### config.mk
export PLATFORM = sky130hd
export DESIGN_NAME = conv_encoder
export DESIGN_NICKNAME = d
export VERILOG_FILES = /design/src/rtl/conv_encoder.sv
export SDC_FILE = /design/constraint.sdc
export NUM_CORES = 1
export LEC_CHECK = 0
export BUFFER_PORTS_ARGS = -buffer_cell sky130_fd_sc_hd__buf_2
export CORE_MARGIN = 5
export CORE_UTILIZATION = 49
export CTS_BUF_LIST = sky130_fd_sc_hd__clkbuf_8 sky130_fd_sc_hd__clkbuf_16
export DETAILED_ROUTE_END_ITERATION = 8
export HOLD_SLACK_MARGIN = 0.06
export PLACE_DENSITY = 0.75
export SLEW_MARGIN = 5
export SYNTH_ARGS = -nofsm -noshare
export SYNTH_HDL_FRONTEND = slang
export SYNTH_SLANG_ARGS = --single-unit
### constraint.sdc
create_clock -name clk -period 2.2 [get_ports clk]
set_input_delay 0.11 -clock clk [delete_from_list [all_inputs] [get_ports clk]]
set_output_delay 0.11 -clock clk [all_outputs]
set_load 0.02 [all_outputs]
### src/rtl/conv_encoder.sv
// -----------------------------------------------------------------------------
// conv_encoder
//   Rate 1/r, constraint length K, non-terminated convolutional encoder.
//   A frame of lenout message bits (MSB first) is encoded one bit per cycle
//   into an lenin-bit code word. The first symbol lands in the top bits of
//   codeout. A constant expected-parity table is exported for a downstream
//   decoder.
//
//   Optional feature (macro CONV_ENCODER_SYMSTREAM_EN):
//     defined   -> sym/sym_valid stream each symbol as it is written to codeout
//     undefined -> sym and sym_valid are tied to 0
//
// Ports
//   clk        in   clock, all state updates on posedge
//   rst        in   asynchronous active-high reset
//   start      in   encode request, sampled only in IDLE
//   msg        in   [lenout-1:0] message, msg[lenout-1] encoded first
//   busy       out  high while encoding
//   done       out  one-cycle pulse, codeout complete
//   codeout    out  [lenin-1:0] code word
//   states     out  [2^(K-1)*2*r-1:0] parity table, entry n = s*2+u
//   sym_valid  out  per-symbol strobe
//   sym        out  [r-1:0] current symbol
// -----------------------------------------------------------------------------
module conv_encoder #(
  parameter int             r      = 2,
  parameter int             K      = 3,
  parameter int             lenout = 5,
  parameter int             lenin  = 10,
  parameter logic [K-1:0]   G0     = 3'b111,
  parameter logic [K-1:0]   G1     = 3'b101
) (
  input  logic                              clk,
  input  logic                              rst,
  input  logic                              start,
  input  logic [lenout-1:0]                 msg,
  output logic                              busy,
  output logic                              done,
  output logic [lenin-1:0]                  codeout,
  output logic [(1<<(K-1))*2*r-1:0]         states,
  output logic                              sym_valid,
  output logic [r-1:0]                      sym
);

  localparam int NSTATE = 1 << (K-1);
  localparam int SW     = NSTATE * 2 * r;
  localparam int CNT_W  = $clog2(lenout + 1);

  typedef enum logic [1:0] {IDLE, ENC, DONE} state_t;

  // Symbol for encoder register {u, s}: MSB from G0, LSB from G1.
  function automatic logic [r-1:0] enc_sym(input logic [K-1:0] regv);
    logic [r-1:0] res;
    res      = '0;
    res[r-1] = ^(G0 & regv);
    res[0]   = ^(G1 & regv);
    return res;
  endfunction

  // Entry n = s*2+u, so u is n[0] and s is n[K-1:1]; the register is {u, s}.
  function automatic logic [SW-1:0] build_table();
    logic [SW-1:0] t;
    logic [K-1:0]  n_v;
    t = '0;
    for (int n = 0; n < 2 * NSTATE; n++) begin
      n_v = K'(n);
      t   = t | (SW'(enc_sym({n_v[0], n_v[K-1:1]})) << (n * r));
    end
    return t;
  endfunction

  localparam logic [SW-1:0] STATES_TBL = build_table();

  state_t            state_q, state_d;
  logic [K-2:0]      s_q, s_d;
  logic [CNT_W-1:0]  cnt_q, cnt_d;
  logic [lenin-1:0]  codeout_q, codeout_d;
  logic [lenout-1:0] msg_q, msg_d;

  // The captured message shifts left each ENC cycle, so the bit being
  // encoded is always its MSB.
  logic              u;
  logic [K-1:0]      enc_reg;
  logic [r-1:0]      enc_out;

  assign u       = msg_q[lenout-1];
  assign enc_reg = {u, s_q};
  assign enc_out = enc_sym(enc_reg);

`ifdef CONV_ENCODER_SYMSTREAM_EN
  logic              sym_valid_q, sym_valid_d;
  logic [r-1:0]      sym_q, sym_d;
`endif

  always_comb begin
    state_d   = state_q;
    s_d       = s_q;
    cnt_d     = cnt_q;
    codeout_d = codeout_q;
    msg_d     = msg_q;
`ifdef CONV_ENCODER_SYMSTREAM_EN
    sym_d       = '0;
    sym_valid_d = 1'b0;
`endif
    unique case (state_q)
      IDLE: begin
        if (start) begin
          state_d   = ENC;
          msg_d     = msg;
          s_d       = '0;
          cnt_d     = '0;
          codeout_d = '0;
        end
      end
      ENC: begin
        // codeout was cleared on start, so OR-ing places symbol i at
        // codeout[lenin-1-r*i -: r] without disturbing earlier symbols.
        codeout_d = codeout_q
                  | (lenin'(enc_out) << (lenin - r * (int'(cnt_q) + 1)));
        s_d       = enc_reg[K-1:1];
        msg_d     = msg_q << 1;
        cnt_d     = cnt_q + CNT_W'(1);
`ifdef CONV_ENCODER_SYMSTREAM_EN
        sym_d       = enc_out;
        sym_valid_d = 1'b1;
`endif
        if (cnt_q == CNT_W'(lenout - 1)) begin
          state_d = DONE;
        end
      end
      DONE: begin
        state_d = IDLE;
      end
      default: begin
        state_d = IDLE;
      end
    endcase
  end

  always_ff @(posedge clk or posedge rst) begin
    if (rst) begin
      state_q   <= IDLE;
      s_q       <= '0;
      cnt_q     <= '0;
      codeout_q <= '0;
    end else begin
      state_q   <= state_d;
      s_q       <= s_d;
      cnt_q     <= cnt_d;
      codeout_q <= codeout_d;
    end
  end

  // Message capture needs no reset: it is only read in ENC, after a start
  // has loaded it.
  always_ff @(posedge clk) begin
    msg_q <= msg_d;
  end

`ifdef CONV_ENCODER_SYMSTREAM_EN
  always_ff @(posedge clk or posedge rst) begin
    if (rst) begin
      sym_q       <= '0;
      sym_valid_q <= 1'b0;
    end else begin
      sym_q       <= sym_d;
      sym_valid_q <= sym_valid_d;
    end
  end

  assign sym       = sym_q;
  assign sym_valid = sym_valid_q;
`else
  assign sym       = '0;
  assign sym_valid = 1'b0;
`endif

  assign busy    = (state_q == ENC);
  assign done    = (state_q == DONE);
  assign codeout = codeout_q;
  assign states  = STATES_TBL;

endmodule

==> impl_metrics.env, run 1 <==
export IMPL_status="finished clean"
export IMPL_p_leak_nw=0.672
export IMPL_cts_hold_buf=1
export IMPL_rows=17
export IMPL_switching_share=0.440
export IMPL_wl_mm=2.11
export IMPL_finalMaxSlewViolations=0
export IMPL_synth_avg_cell_area_um2=9.78
export IMPL_syn_area_um2=1170
export IMPL_nets=152
export IMPL_gp_congestion=0.774
export IMPL_die_area_um2=3470
export IMPL_comb_power_share=0.508
export IMPL_finClkSkew_ns=0.00369
export IMPL_synth_main_ff_cell="dfrtp_1"
export IMPL_grt_max_degree=18
export IMPL_critPathKind="reg2reg"
export IMPL_cts_path_max_buffers=2
export IMPL_grt_overflow=0
export IMPL_maxCapViolations=0
export IMPL_power_switching_mw=0.862
export IMPL_synth_edf_count=5
export IMPL_clock_sinks=22
export IMPL_p_per_area_nw_per_um2=1540
export IMPL_clk_latency_ns=0.26
export IMPL_ctsResizeCount=0
export IMPL_htreeDepth=1
export IMPL_io_pins=39
export IMPL_grt_usage=0.134
export IMPL_dr_pass1_iters=4
export IMPL_num_antenna_cells=0
export IMPL_setup_violations=0
export IMPL_post_dp_hpwl_mm=1.62
export IMPL_drt_vias_per_instance=4.89
export IMPL_cp_required_ns=2.36
export IMPL_setup_tns_ns=0
export IMPL_synth_seq_cells=22
export IMPL_port_buffers=19
export IMPL_cellInternalPower_mw=1.09
export IMPL_synth_cell_types=26
export IMPL_timing_slew_headroom=0.570
export IMPL_postLayoutCoreUtil=0.564
export IMPL_floorplan_initialDensity=0.521
export IMPL_cts_tree="built"
export IMPL_ir_worst_vdd_mv=0.864
export IMPL_area_delta_synth_final_pct=8.42
export IMPL_route_antenna_remaining_nets=0
export IMPL_ys_warn_count=0
export IMPL_async_flop_share=0.773
export IMPL_cts_buffers=3
export IMPL_hold_viol=0
export IMPL_min_path_type="in2reg"
export IMPL_drive_gt1_frac=0.186
export IMPL_min_period_over_period=0.899
export IMPL_min_period_ns=1.98
export IMPL_end_kind="flip-flop"
export IMPL_die_height_um=58.9
export IMPL_arrival_ns=2.14
export IMPL_r2r_setup_slack_ns=0.22
export IMPL_clk_pin_slew_ns=0.08
export IMPL_tightest_slew_ns=0.644
export IMPL_wl_per_cell_um=12.6
export IMPL_antenna_found_initial=0
export IMPL_ys_seq_area_frac=0.490
export IMPL_drt_iter0_drc=24
export IMPL_grt_pass1_vias=774
export IMPL_path_max_fanout=6
export IMPL_fmax_ghz=0.506
export IMPL_start_kind="flip-flop"
export IMPL_drc=0
export IMPL_via_count=821
export IMPL_power_share_clock=0.126
export IMPL_cts_root_buf="clkbuf_8"
export IMPL_seqPwrFrac=0.366
export IMPL_grt_pass1_wl_mm=3.40
export IMPL_core_area_um2=2250
export IMPL_syn_inst=120
export IMPL_rsz0062_at_grt="no"
export IMPL_post_cts_buffers=0
export IMPL_die_x_um=58.9
==> critical path, cell delays in order, from the launching register on <==
cell and delay, ns:
dfrtp_1 0.43, ha_1 0.28, xor2_1 0.19, ha_1 0.38
nor2b_1 0.26, nand3_1 0.13, o31ai_1 0.22
==> cell type report <==
cell class | instances | area [µm²]
timing repair buffer | 21 | 113
fill | 212 | 982
sequential | 22 | 576
multi-input combinational | 87 | 482
clock buffer | 3 | 41.3
clock inverter | 1 | 3.75
tap | 28 | 35.0
inverter | 6 | 22.5
==> routing by layer <==
metal | share of wire | GRT usage | vias to the layer above
met4 | 0.029 | 0.0971 | 0
met5 | 0 | 0 | -
li1 | - | - | 401
met3 | 0.061 | 0.0197 | 4
met2 | 0.49 | 0.211 | 27
met1 | 0.42 | 0.165 | 389
==> power by group through the flow <==
stage / combinational, mW / clock, mW / sequential, mW
finish: 0.995 / 0.246 / 0.716
global route: 1.10 / 0.269 / 0.739
CTS: 1.00 / 0.253 / 0.718
detailed placement: 0.993 / 0 / 0.725
global placement: 0.969 / 0 / 0.713
floorplan: 0.720 / 0 / 0.774
==> layout by cell type (no fill, tap or decap) <==
cell type / count
o2111ai_1: 1
nor3b_1: 1
conb_1: 19
edfxtp_1: 5
and3b_1: 1
xnor3_2: 1
xor2_1: 2
o21bai_1: 1
dlygate4sd3_1: 1
buf_4: 1
and2_1: 1
a22o_1: 1
nand2_1: 28
nor2_4: 1
nor2_1: 5
inv_1: 7
dfrtp_1: 17
clkbuf_8: 3
ha_1: 3
o21ai_0: 7
or3b_1: 1
nand3_1: 2
o31ai_1: 4
buf_2: 19
nand2b_1: 1
nor2b_1: 3
a32o_1: 3
a22o_2: 1
==> state kept, by name, summed over array words and instances, names as in the netlist <==
register and flops:
codeout 10, msg_q 5, cnt_q 3, s_q 2
state_q 2
==> Yosys cell counts (2+ instances only) <==
master	count	area, µm²
o31ai_1	4	30.0
nor2_1	5	18.8
buf_4	19	143
nor2b_1	3	18.8
ha_1	3	37.5
xor2_1	2	17.5
nand2_1	28	105
conb_1	2	7.51
a32o_1	3	30.0
edfxtp_1	5	150
buf_2	3	15.0
nand3_1	2	10.0
o21ai_0	7	35.0
dfrtp_1	17	425
inv_1	6	22.5
==> per-stage QoR <==
step	std cells	power (mW)	worst slack, ns	hold slack, ns	area (µm²)
finish	168	1.96	0.223	0.115	1270
global route	168	2.11	0.110	0.106	1270
CTS	168	1.97	0.227	0.113	1270
detailed placement	163	1.72	0.247	0.224	1220
global placement	163	1.68	0.273	0.210	1220
floorplan	137	1.49	0.478	0.0361	1240
==> cell families after synthesis <==
group | synth area share
AND/OR/NAND/NOR | 0.172
buffers and inverters | 0.154
flip-flops | 0.490
AO/OA/AOI/OAI | 0.111
XOR/XNOR | 0.0352
adder cells (fa/ha/maj) | 0.0320
other | 0.00640
==> worst paths after layout <==
| kind | startpoint | to | cells past startpoint |
|---|---|---|---|
| worst max register to register | cnt_q[0] | codeout[3] | 6 |
| min in group asynchronous | rst | codeout[3] | 3 |
| worst max-delay path | cnt_q[0] | codeout[3] | 6 |
| worst min-delay path | msg[4] | msg_q[4] | 3 |
| worst min register to register | codeout[2] | codeout[2] | 2 |
| max in group asynchronous | rst | codeout[2] | 3 |
(Power assumes the default switching activity.)
==> run 2, diff against run 1 <==
--- a/config.mk
+++ b/config.mk
@@ -6,7 +6,6 @@
 export NUM_CORES = 1
 export LEC_CHECK = 0
 export BUFFER_PORTS_ARGS = -buffer_cell sky130_fd_sc_hd__buf_2
-export CORE_MARGIN = 5
 export CORE_UTILIZATION = 49
 export CTS_BUF_LIST = sky130_fd_sc_hd__clkbuf_8 sky130_fd_sc_hd__clkbuf_16
 export DETAILED_ROUTE_END_ITERATION = 8
==> impl_metrics.env, run 2 (synthesis results as in run 1) <==
export IMPL_place_area_um2=1220
export IMPL_final_area_um2=1290
export IMPL_via_count=794
export IMPL_wl_mm=1.87
export IMPL_drc=0
export IMPL_fmax_ghz=0.522
export IMPL_port_buffers=19
export IMPL_grt_pass1_vias=716
export IMPL_nets=153
export IMPL_cts_buffers=3
export IMPL_timing_slew_headroom=0.582
export IMPL_tightest_slew_ns=0.626
export IMPL_core_area_um2=2230
export IMPL_gp_congestion=0.912
export IMPL_critPathLaunch="cnt_q[0]"
export IMPL_clk_pin_slew_ns=0.08
export IMPL_grt_usage=0.170
export IMPL_route_antenna_remaining_nets=0
export IMPL_crit_end="codeout[3]"
export IMPL_postLayoutCoreUtil=0.578
export IMPL_drt_vias_per_instance=4.70
export IMPL_hold_slack_ns=0.111
export IMPL_rows=17
export IMPL_drt_iter0_drc=13
export IMPL_cts_tree="built"
export IMPL_cts_hold_buf=1
export IMPL_end_kind="flip-flop"
export IMPL_floorplan_initialDensity=0.525
export IMPL_p_total_mw=2.00
export IMPL_start_kind="flip-flop"
export IMPL_cp_required_ns=2.37
export IMPL_largest_register_ffs=10
export IMPL_grt_overflow=0
export IMPL_p_leak_nw=0.678
export IMPL_dp_cells=164
export IMPL_maxCapViolations=0
export IMPL_die_x_um=50.9
export IMPL_post_dp_hpwl_mm=1.42
export IMPL_min_period_ns=1.92
export IMPL_cts_root_buf="clkbuf_8"
export IMPL_num_antenna_cells=0
export IMPL_setup_tns_ns=0
export IMPL_min_period_over_period=0.871
export IMPL_drive_gt1_frac=0.199
export IMPL_fin_ws_ns=0.283
export IMPL_r2r_end="codeout[3]"
export IMPL_die_height_um=50.9
export IMPL_die_area_um2=2590
export IMPL_io_pins=39
export IMPL_antenna_found_initial=0
export IMPL_status="finished clean"
export IMPL_clk_latency_ns=0.26
export IMPL_r2r_setup_slack_ns=0.28
export IMPL_rsz0062_at_grt="no"
export IMPL_layout_common_cells="nand2_1, conb_1, buf_2"
export IMPL_layout_commonest_cell="nand2_1"
export IMPL_cts_path_max_buffers=2
export IMPL_ir_worst_vdd_mv=0.899
export IMPL_p_per_area_nw_per_um2=1550
export IMPL_min_path_type="in2reg"
export IMPL_area_delta_synth_final_pct=9.91
export IMPL_finClkSkew_ns=0.00301
export IMPL_stdcell_count=169
export IMPL_timing_rr_start="cnt_q[0]"
export IMPL_ctsResizeCount=0
export IMPL_hold_viol=0
export IMPL_wl_per_cell_um=11.0
export IMPL_setup_violations=0
export IMPL_clock_sinks=22
export IMPL_dr_pass1_iters=4
export IMPL_grt_max_degree=18
export IMPL_pre_cts_ws_ns=0.306
export IMPL_finalMaxSlewViolations=0
export IMPL_htreeDepth=1
export IMPL_nFillCells=217
export IMPL_critPathKind="reg2reg"
export IMPL_grt_pass1_wl_mm=3.18
export IMPL_arrival_ns=2.09
export IMPL_path_max_fanout=7
export IMPL_post_cts_buffers=0
export IMPL_worst_r2r_path_depth=6
-- run 2: changes by cell type in the layout (fill, tap and decap cells not counted) --
cell,change
clkbuf_8,+1
buf_4,+1
inv_1,-1
-- run 2: routing by layer --
| metal | up-vias | track usage | wire (µm) |
|---|---|---|---|
| met5 | - | 0 | 0 |
| met4 | 0 | 0.0833 | 30 |
| met3 | 5 | 0.0446 | 93 |
| met2 | 31 | 0.287 | 906 |
| met1 | 356 | 0.198 | 835 |
| li1 | 402 | - | - |
-- run 2: worst min path at each step --
stage               cells after the start         end  startpoint
floorplan                               1    cnt_q[0]         rst
global placement                        2  codeout[6]         rst
detailed placement                      2  codeout[6]         rst
CTS                                     3    msg_q[2]      msg[2]
global route                            3    msg_q[1]      msg[1]
finish                                  3    msg_q[1]      msg[1]
-- run 2: worst max-delay path: stages, from the launching register on --
cell and delay [ns]:
dfrtp_1 0.42, inv_1 0.07, ha_1 0.39, ha_1 0.40, nor2b_1 0.23, nand3_1 0.12, o31ai_1 0.20
-- run 2: power breakdown --
group          switching, mW  internal, mW
Combinational          0.622         0.378
Clock                  0.126         0.160
Sequential             0.104         0.606
Total                  0.853          1.14
-- run 2: cell type report --
type / count / area, µm² / area share
repair buffers: 22 / 120 / 0.0931
multi-input cells: 87 / 482 / 0.373
flip-flops and latches: 22 / 576 / 0.446
inverters: 6 / 22.5 / 0.0175
clock buffers: 4 / 55.1 / 0.0427
well taps: 28 / 35.0 / 0.0272
